`src/rtl/adc_spi_resp.sv`:
```
// SPI-mode-0 responder emulating an 8-channel ADC: a 16-bit command selects a
// channel, and the following frame shifts back that channel's 12-bit value.
module adc_spi_resp (
    input  logic        clk,
    input  logic        rst,
    input  logic        SS_n,
    input  logic        SCLK,
    input  logic        MOSI,
    output logic        MISO,
    input  logic        wr_en,
    input  logic [2:0]  wr_chnnl,
    input  logic [11:0] wr_data,
    output logic        cnv_done,
    output logic [2:0]  cnv_chnnl,
    output logic        frame_err,
    output logic [7:0]  txn_cnt
);

    typedef enum logic {IDLE, SHIFT} state_t;

    state_t      state_q, state_d;

    logic        ss_meta, ss_sync, ss_prev;
    logic        sclk_meta, sclk_sync, sclk_prev;
    logic        mosi_meta, mosi_sync;
    logic [1:0]  settle;
    logic        armed;

    logic [4:0]  bit_cnt;
    logic [15:0] rx_shift;
    logic [15:0] tx_shift;
    logic [11:0] result;
    logic [11:0] chan_tbl [8];

    logic        ss_fall, ss_rise, sclk_rise, sclk_fall;
    logic        start, do_rx, do_tx, accept, reject;
    logic [2:0]  cap_ch;

    // Falls only count once the synchronizer has seen a real high after reset,
    // so a frame already running at reset release is ignored.
    assign ss_fall   = armed & ss_prev & ~ss_sync;
    assign ss_rise   = ~ss_prev & ss_sync;
    assign sclk_rise = sclk_sync & ~sclk_prev;
    assign sclk_fall = ~sclk_sync & sclk_prev;
    assign cap_ch    = rx_shift[13:11];

    always_ff @(posedge clk) begin
        if (rst) state_q <= IDLE;
        else     state_q <= state_d;
    end

    always_comb begin
        state_d = state_q;
        start   = 1'b0;
        do_rx   = 1'b0;
        do_tx   = 1'b0;
        accept  = 1'b0;
        reject  = 1'b0;
        MISO    = 1'b1;
        case (state_q)
            IDLE: begin
                if (ss_fall) begin
                    state_d = SHIFT;
                    start   = 1'b1;
                end
            end
            SHIFT: begin
                MISO = tx_shift[15];
                if (ss_rise) begin
                    state_d = IDLE;
                    if (bit_cnt == 5'd16 && rx_shift[15:14] == 2'b00) accept = 1'b1;
                    else                                              reject = 1'b1;
                end else begin
                    do_rx = sclk_rise;
                    do_tx = sclk_fall;
                end
            end
            default: state_d = IDLE;
        endcase
    end

    always_ff @(posedge clk) begin
        if (rst) begin
            ss_meta   <= 1'b1;
            ss_sync   <= 1'b1;
            ss_prev   <= 1'b1;
            sclk_meta <= 1'b0;
            sclk_sync <= 1'b0;
            sclk_prev <= 1'b0;
            mosi_meta <= 1'b0;
            mosi_sync <= 1'b0;
            settle    <= '0;
            armed     <= 1'b0;
            bit_cnt   <= '0;
            rx_shift  <= '0;
            tx_shift  <= '0;
            result    <= '0;
            cnv_chnnl <= '0;
            txn_cnt   <= '0;
            cnv_done  <= 1'b0;
            frame_err <= 1'b0;
            for (int unsigned i = 0; i < 8; i++) chan_tbl[i] <= '0;
        end else begin
            ss_meta   <= SS_n;
            ss_sync   <= ss_meta;
            ss_prev   <= ss_sync;
            sclk_meta <= SCLK;
            sclk_sync <= sclk_meta;
            sclk_prev <= sclk_sync;
            mosi_meta <= MOSI;
            mosi_sync <= mosi_meta;
            settle    <= {settle[0], 1'b1};
            if (settle[1] && ss_sync) armed <= 1'b1;

            cnv_done  <= accept;
            frame_err <= reject;

            if (wr_en) chan_tbl[wr_chnnl] <= wr_data;

            if (start) begin
                bit_cnt  <= '0;
                tx_shift <= {4'b0000, result};
            end
            if (do_rx) begin
                rx_shift <= {rx_shift[14:0], mosi_sync};
                if (bit_cnt != 5'd17) bit_cnt <= bit_cnt + 5'd1;
            end
            if (do_tx) tx_shift <= {tx_shift[14:0], 1'b0};

            // A same-cycle host write to the captured entry bypasses the table.
            if (accept) begin
                result    <= (wr_en && wr_chnnl == cap_ch) ? wr_data : chan_tbl[cap_ch];
                cnv_chnnl <= cap_ch;
                txn_cnt   <= txn_cnt + 8'd1;
            end
        end
    end

endmodule

```
`config.mk`:
```
export PLATFORM = sky130hd
export DESIGN_NAME = adc_spi_resp
export DESIGN_NICKNAME = d
export VERILOG_FILES = /design/src/rtl/adc_spi_resp.sv
export SDC_FILE = /design/constraint.sdc
export NUM_CORES = 1
export LEC_CHECK = 0
export CORE_AREA = 8 8 145 147
export DETAILED_ROUTE_END_ITERATION = 10
export DIE_AREA = 0 0 153 155
export GPL_TIMING_DRIVEN = 0
export PLACE_DENSITY_LB_ADDON = 0.2
export RECOVER_POWER = 50
export SLEW_MARGIN = 20
export SYNTH_ARGS = -nofsm -noshare
export SYNTH_HDL_FRONTEND = slang
export SYNTH_SLANG_ARGS = --single-unit
export TNS_END_PERCENT = 1
```
`constraint.sdc`:
```
create_clock -name clk -period 2.1 [get_ports clk]
set_input_delay 0.42 -clock clk [delete_from_list [all_inputs] [get_ports clk]]
set_output_delay 0.42 -clock clk [all_outputs]
set_load 0.01 [all_outputs]
```
# Word-level counts from Yosys, hierarchy flattened

Memory sizes are Yosys's and may differ from the RTL's. A register that Yosys moved wholly into a read port is not among the register bits.
Index checks and enable logic that the tools add are counted.

Register bits: 62
Latch bits: 0
RAM bits: 96
Memory bits (read-only): 0
Bits of input ports: 21
Output and inout bits: 14
Word-level logic and storage cells: 70
Memories kept: 1

Memories:

| name     | words | bits a word | read ports | clocked after memory_dff | write ports | line | text |
|---|---|---|---|---|---|---|---|
| chan_tbl | 8     | 12          | 1          | 1                        | 8           | 33   | `logic [11:0] chan_tbl [8];` |

$add $sub $neg: 2
$mul: 0
Div/mod/pow operators: 0
Order comparisons: 0
Equality and inequality tests: 2
Shift operators: 0
Mux-type cells: 27
Bitwise gates (word level): 11
Reductions and logical operators: 7

Operator list:

| cell                  | number |
|---|---|
| $mux W16              | 2 |
| $mux W1               | 19 |
| $mux W5               | 3 |
| $mux W12              | 1 |
| $reduce_or A12 Y1     | 1 |
| $add A8 B1 Y8 const B | 1 |
| $not A1 Y1            | 6 |
| $add A5 B1 Y5 const B | 1 |
| $and A1 B1 Y1         | 5 |
| $eq A5 B5 Y1 const B  | 1 |
| $ne A5 B5 Y1 const B  | 1 |
| $mux W3               | 1 |
| $reduce_or A3 Y1      | 1 |
| $logic_and A1 B1 Y1   | 2 |
| $logic_not A2 Y1      | 1 |
| $pmux W1 S2           | 1 |
| $reduce_bool A2 Y1    | 1 |
| $reduce_or A2 Y1      | 1 |

# Logic depth before layout (Yosys ltp)

Gate-level depths: netlist (run 1).

Word-level depth: 7
Gate-level depth with buffers: 8
Depth with buffers taken out: 6

# Least setup slack after synthesis (run 1)

No wires, ideal clock.

Kind: input to register
Start: input port rst
End: memory chan_tbl[6][0] (enable)
Library setup time: 0.398 ns
Data arrival time: 1.888 ns
Required time: 1.702 ns
Setup slack: -0.185 ns
Cell stages on the path: 4
Path buffers: 1
Cell sequence: clkbuf_1 -> nor2b_1 -> nand2b_1 -> o21ai_0

RTL lines:

| item               | line | text |
|---|---|---|
| start: declaration | 5    | `input logic rst,` |
| end: declaration   | 33   |  |

==> metrics.txt, run 1 <==
status=finished, violations left; failing checks=setup timing; Final Cycle Share=104%; CTS Root Cell=clkbuf_16; clk_skew=around 0.013 ns; FILL cells=between 1500 and 2000; Worst Setup EP=chan_tbl[2][6]; PnR worst setup slack=-0.0802 ns; # diodes=0; mux cell area share after synthesis=7.32%; Synth Cell Area=between 7000 and 8000 um^2; unrepaired setup endpoints after global routing=yes; Hold Path Stages=1; async set-reset flop share out of synthesis=0%; Pleak=2.95 nW; fin nets=733; crit start category=input port; DIE WIDTH=153 um; Synth Area in XOR/XNOR=0.720%; max-slew violations=0; TritonCTS Sinks=170; Most used DFF post-synth=edfxtp_1; EDFF count, synth=96; clk buf depth=2; PD cells=840 nW/um^2; global route overflow=0; io pins=35; CTS tree=done; adder-cell share of the synthesized area=0.685%; DR vias/cell=5.42; most used cells in the layout excluding fill and tap cells=edfxtp_1, and2_1, dfxtp_1; reg-to-reg endpoint=txn_cnt[5]; worst slew pin tran=0.843 ns; flip-flop and latch area=4370 um^2; initial antenna violation count=0; post-route ant nets=0; Die H=155 um; peak supply drop=0.602 mV; Post-Route WL=18600 um; Min-Delay Path Class=reg2reg; commonest non-fill, non-tap cell in the layout=edfxtp_1; Req. time, crit path=2.15 ns; Compound-Gate Fraction of Synth Area=under 10%; Critical Setup Path Class=in2reg; synthesized instance count=657; drt first pass iters=5; Setup Total Neg Slack=-1.52 ns; final non-filler cell total=959; DRC Markers=0; flops & latches, synth=170; r2r startpoint=bit_cnt[0]; Worst Path Max Fanout=12; Worst slew margin=43.8%; Crit. Startpoint=wr_en; Initial Utilization=38.5%; Worst-path clk slew=roughly 0.06 ns; worst skew pair latency=0.43 ns; GPL Wtd Cong=0.826; count of final hold-check violations=0; Worst Setup End Kind=register; Pwr Total=7.23 mW; core footprint=19000 um^2; pin count of the biggest net entering global routing=17; r2r setup slk=-0.04 ns; area of the multi-input gates=2810 um^2; arrival time worst endpoint=between 2 and 2.5 ns; fmax=459 MHz; Vias=5193; hpwl dp=12800 um; library cells used by synthesis=42; Syn Nets=682; simple-gate portion of the synthesized area=just under 20%; P&R area growth vs syn=17.9%; Worst Setup Slack post-DPL=-0.578 ns; initial DRC count=between 300 and 400; setup violators final=40; layout cell share with drive strength beyond 1=9.71%; # rows=51; max_cap viols=0; H-tree depth=4; Num CTS Buffers=17; Reg2Reg Depth=6; # port buffers=33; largest family of logic cells by synthesized area=simple AND/OR/NAND/NOR gates; number of global-route vias before repair=5136; Period minus WS final=about 2.2 ns; dpl cells=928; total track usage=~16%; global-route wire length before repair=29000 um; Die ar.=23700 um^2; wire length per cell=between 15 and 20 um; yosys warns=0; sequential area share after synthesis=59.8%; post-synthesis average cell area=11.1 um^2
-- registers in the layout, indices dropped and copies added, names as in the netlist, 2 cells and up --
register and flops:
tx_shift 16, bit_cnt 5, result 12, rx_shift 16, chan_tbl 96, settle 2
txn_cnt 8, cnv_chnnl 3
-- cell usage after synthesis, drive strengths merged (2+ instances only) --
library cell / count / area (um^2)
and2: 97 / 607
edfxtp: 96 / 2880
dfxtp: 74 / 1480
nand2: 66 / 248
a21oi: 55 / 275
mux2i: 41 / 410
clkbuf: 35 / 131
nor2: 31 / 116
nand3: 21 / 105
a22oi: 19 / 143
o21ai: 19 / 95.1
nor2b: 13 / 81.3
a311oi: 11 / 96.3
buf: 7 / 31.3
inv: 6 / 22.5
or2: 6 / 37.5
xnor2: 6 / 52.6
mux4: 5 / 113
nand2b: 5 / 31.3
o211ai: 5 / 37.5
and3: 4 / 25.0
ha: 4 / 50.1
nand4: 4 / 25.0
nor3: 4 / 20.0
or3: 3 / 18.8
or3b: 3 / 28.8
nor4: 2 / 12.5
o22ai: 2 / 12.5
o31ai: 2 / 15.0
or4: 2 / 15.0
-- timing repair --
action | in CTS | in global routing
endpoints found under the setup margin | 89 | 190
resized for setup | 17 | 9
setup buffers | 0 | 0
hold buffers | 0 | 0
gates cloned | 0 | 0
pin swaps | 1 | 1
-- logic make-up (layout without fill, tap and decap cells) --
logic type / count (synthesis) / in the layout
mux: 47 / 47
xor+xnor: 6 / 6
buf+inv: 48 / 112
fa+ha+maj: 4 / 4
flops: 170 / 170
compound gates: 116 / 116
simple gates: 266 / 266
-- worst max-delay path, cell delays in order --
cell and delay (ns):
clkdlybuf4s50_1 0.48, nor2b_1 0.27, nand2b_1 0.30, o21ai_2 0.75
-- area by class of cell --
| cell class | instances | share of cell area (%) |
|---|---|---|
| inverters | 6 | 0.262 |
| well taps | 238 | 3.46 |
| clock buffers | 18 | 4.99 |
| multi-input cells | 439 | 32.7 |
| plain buffers | 41 | 2.02 |
| flip-flops and latches | 170 | 50.7 |
| repair buffers | 33 | 3.84 |
| clock inverters | 14 | 2.06 |
-- where the power goes --
group          internal [mW]  leakage (nW)  switching, mW
registers               3.64          1.52         0.0364
clock network           1.97         0.287           1.28
logic                  0.102          1.14          0.196
-- worst min path at each step --
stage,startpoint,end,slack (ns)
finish,ss_meta,ss_sync,0.41
global route,ss_meta,ss_sync,0.43
CTS,ss_meta,ss_sync,0.41
detailed placement,ss_meta,ss_sync,0.40
global placement,ss_meta,ss_sync,0.40
floorplan,ss_meta,ss_sync,0.39
-- stage by stage --
step	area [um^2]	utilization [%]	hold slack [ns]
3_5_place_dp	7950	42.0	0.397
3_3_place_gp	7930	41.8	0.399
5_1_grt	8610	45.4	0.429
6_report	8610	45.4	0.409
2_1_floorplan	7300	-	0.389
4_1_cts	8590	45.3	0.414
-- layer usage --
metal  global-route usage (%)  wire length, um  up-vias
met3                     3.74             1200       23
met5                        0                0        -
met1                     20.2             8100     2553
li1                         -                -     2447
met2                     26.6             8980      170
met4                     6.50              327        0
Power figures use the tool's default switching activity.
==> run 2: changes to the inputs <==
Settings changed: PLACE_DENSITY_LB_ADDON 0.2 to default.
==> metrics.txt, run 2 (synthesis gave the netlist of run 1 again) <==
Worst-path clk slew=0.07 ns (about the same); CTS Root Cell=clkbuf_16; PnR worst setup slack=-0.0195 ns (+0.0607 ns); fmax=472 MHz (+2.9%); TritonCTS Sinks=170 (unchanged); Pleak=2.95 nW (+0.12%); core footprint=19000 um^2 (unchanged); Period minus WS final=2.12 ns (-0.0607 ns); number of global-route vias before repair=5240 (+2.0%); arrival time worst endpoint=2.48 ns (+0.25 ns); most used cells in the layout excluding fill and tap cells=edfxtp_1, and2_1, dfxtp_1; Util after Layout=45.7% (+0.32 points); PD cells=844 nW/um^2 (+0.47%); max reg flops=96 (unchanged); pin count of the biggest net entering global routing=17 (unchanged); Comb power frac=4.2% (about the same); Most flops, register=chan_tbl; Pwr Total=7.32 mW (+1.2%); Internal=5.74 mW (+0.44%); clk buf depth=2 (unchanged); Req. time, crit path=2.46 ns (+0.31 ns); cell-by-cell trace of the critical path=inv_2 -> ha_1 -> or3b_4 -> or3_4 -> or4_4 -> a21oi_2; DRC Markers=0 (unchanged); GPL Wtd Cong=0.889 (+7.7%); Min-Delay Path Class=reg2reg; Placement Cell Area=7970 um^2 (+0.19%); io pins=35 (unchanged); Worst Path Max Fanout=5 (-7); Die ar.=23700 um^2 (unchanged); # port buffers=33 (unchanged); Worst Setup End Kind=register; hpwl dp=12900 um (+0.25%); dpl cells=933 (+0.54%); unrepaired setup endpoints after global routing=yes; Num CTS Buffers=17 (unchanged); clk_skew=0.00795 ns (-0.00525 ns); initial antenna violation count=0 (unchanged); Worst path slowest cell=or4_4; Net Switching=1.57 mW (+4.0%); total track usage=15.7% (-0.37 points); Initial Utilization=38.5% (unchanged); count of final hold-check violations=0 (unchanged); wire length per cell=18.9 um (-2.7%); fin nets=738 (+0.68%); Die H=155 um (unchanged); Vias=5120 (-1.4%); global-route wire length before repair=28500 um (-1.5%); P&R area growth vs syn=18.7%; status=finished, violations left; peak supply drop=0.537 mV (-11%); setup violators final=1 (-98%); crit start category=register; # rows=51 (unchanged); Largest stage delay, worst path=0.52 ns (-0.23 ns); global route overflow=0 (unchanged); drt first pass iters=5 (unchanged); failing checks=setup timing; initial DRC count=453 (+25%); post-route ant nets=0 (unchanged); biggest regs=chan_tbl x96, rx_shift x16, tx_shift x16; max_cap viols=0 (unchanged); final non-filler cell total=964 (+0.52%); Sw Share=21.5% (+0.58 points); worst slew pin tran=0.724 ns (-0.119 ns); Critical Setup Path Class=reg2reg; Setup Total Neg Slack=-0.0195 ns (+1.50 ns); Layout Cell Area excl Fill=8670 um^2 (+0.71%); CTS tree=done; DR vias/cell=5.31 (-1.9%); H-tree depth=4 (unchanged); # diodes=0 (unchanged); Final Cycle Share=101% (-2.9 points); Post-Route WL=18200 um (-2.1%); DIE WIDTH=153 um (unchanged); clock power share=45.5% (+0.5 points); max-slew violations=0 (unchanged); worst skew pair latency=0.43 ns (about the same); register share of total power=50.3% (-0.6 points); Worst slew margin=51.8% (+7.9 points); commonest non-fill, non-tap cell in the layout=edfxtp_1; layout cell share with drive strength beyond 1=11.0% (+1.3 points)
[run 2: changes by cell type in the layout (fill, tap and decap cells not counted), sizes merged]
cell and change:
dlygate4sd3 -9, buf +4, clkdlybuf4s50 +9, inv +2
clkinv -1
[run 2: layout make-up]
class,instances,area [um^2]
Timing Repair Buffer,38,368
Tap cell,238,298
Fill cell,1770,10300
Buffer,41,176
Sequential cell,170,4370
Inverter,6,22.5
Clock buffer,17,425
Multi-Input combinational cell,439,2820
Clock inverter,15,198
[run 2: layer usage]
layer | part of all wire, % | global-route usage [%]
met1 | 43 | 19.3
met2 | 48 | 26.0
met3 | 6.1 | 4.11
met4 | 2.9 | 6.74
met5 | 0 | 0
[run 2: critical path: cells and delay by family (launching register included)]
kind / cells / cell delay, ns
flops: 1 / 0.35
simple gates: 3 / 1.35
buf+inv: 1 / 0.08
compound gates: 1 / 0.14
fa+ha+maj: 1 / 0.13
[run 2: metrics by stage]
| step | hold WS, ns | setup WS, ns |
|---|---|---|
| 2_1_floorplan | 0.389 | -0.184 |
| 3_3_place_gp | 0.398 | -1.19 |
| 3_5_place_dp | 0.403 | -0.673 |
| 4_1_cts | 0.421 | -0.104 |
| 5_1_grt | 0.429 | -0.119 |
| 6_report | 0.415 | -0.0195 |
[run 2: worst paths after layout]
path	from	to	slack, ns	cells after the start
max	bit_cnt[0]	txn_cnt[5]	-0.02	6
min	ss_meta	ss_sync	0.41	1
max reg2reg	bit_cnt[0]	txn_cnt[5]	-0.02	6
min reg2reg	ss_meta	ss_sync	0.41	1
[run 2: what timing repair did]
item / in CTS / in global routing
hold buffers: 0 / 0
pin swaps: 1 / 0
buffers inserted: 0 / 0
setup endpoints to repair: 83 / 148
gates cloned: 0 / 0
resized for setup: 18 / 21
[run 2: power groups by stage]
stage                     combinational, mW  sequential [mW]  clock [mW]
final                                 0.309             3.68        3.33
after global routing                  0.335             3.69        3.50
after CTS                             0.307             3.68        3.37
after detailed placement              0.302             3.75           0
after global placement                0.285             3.75           0
after floorplan                       0.147             3.74           0
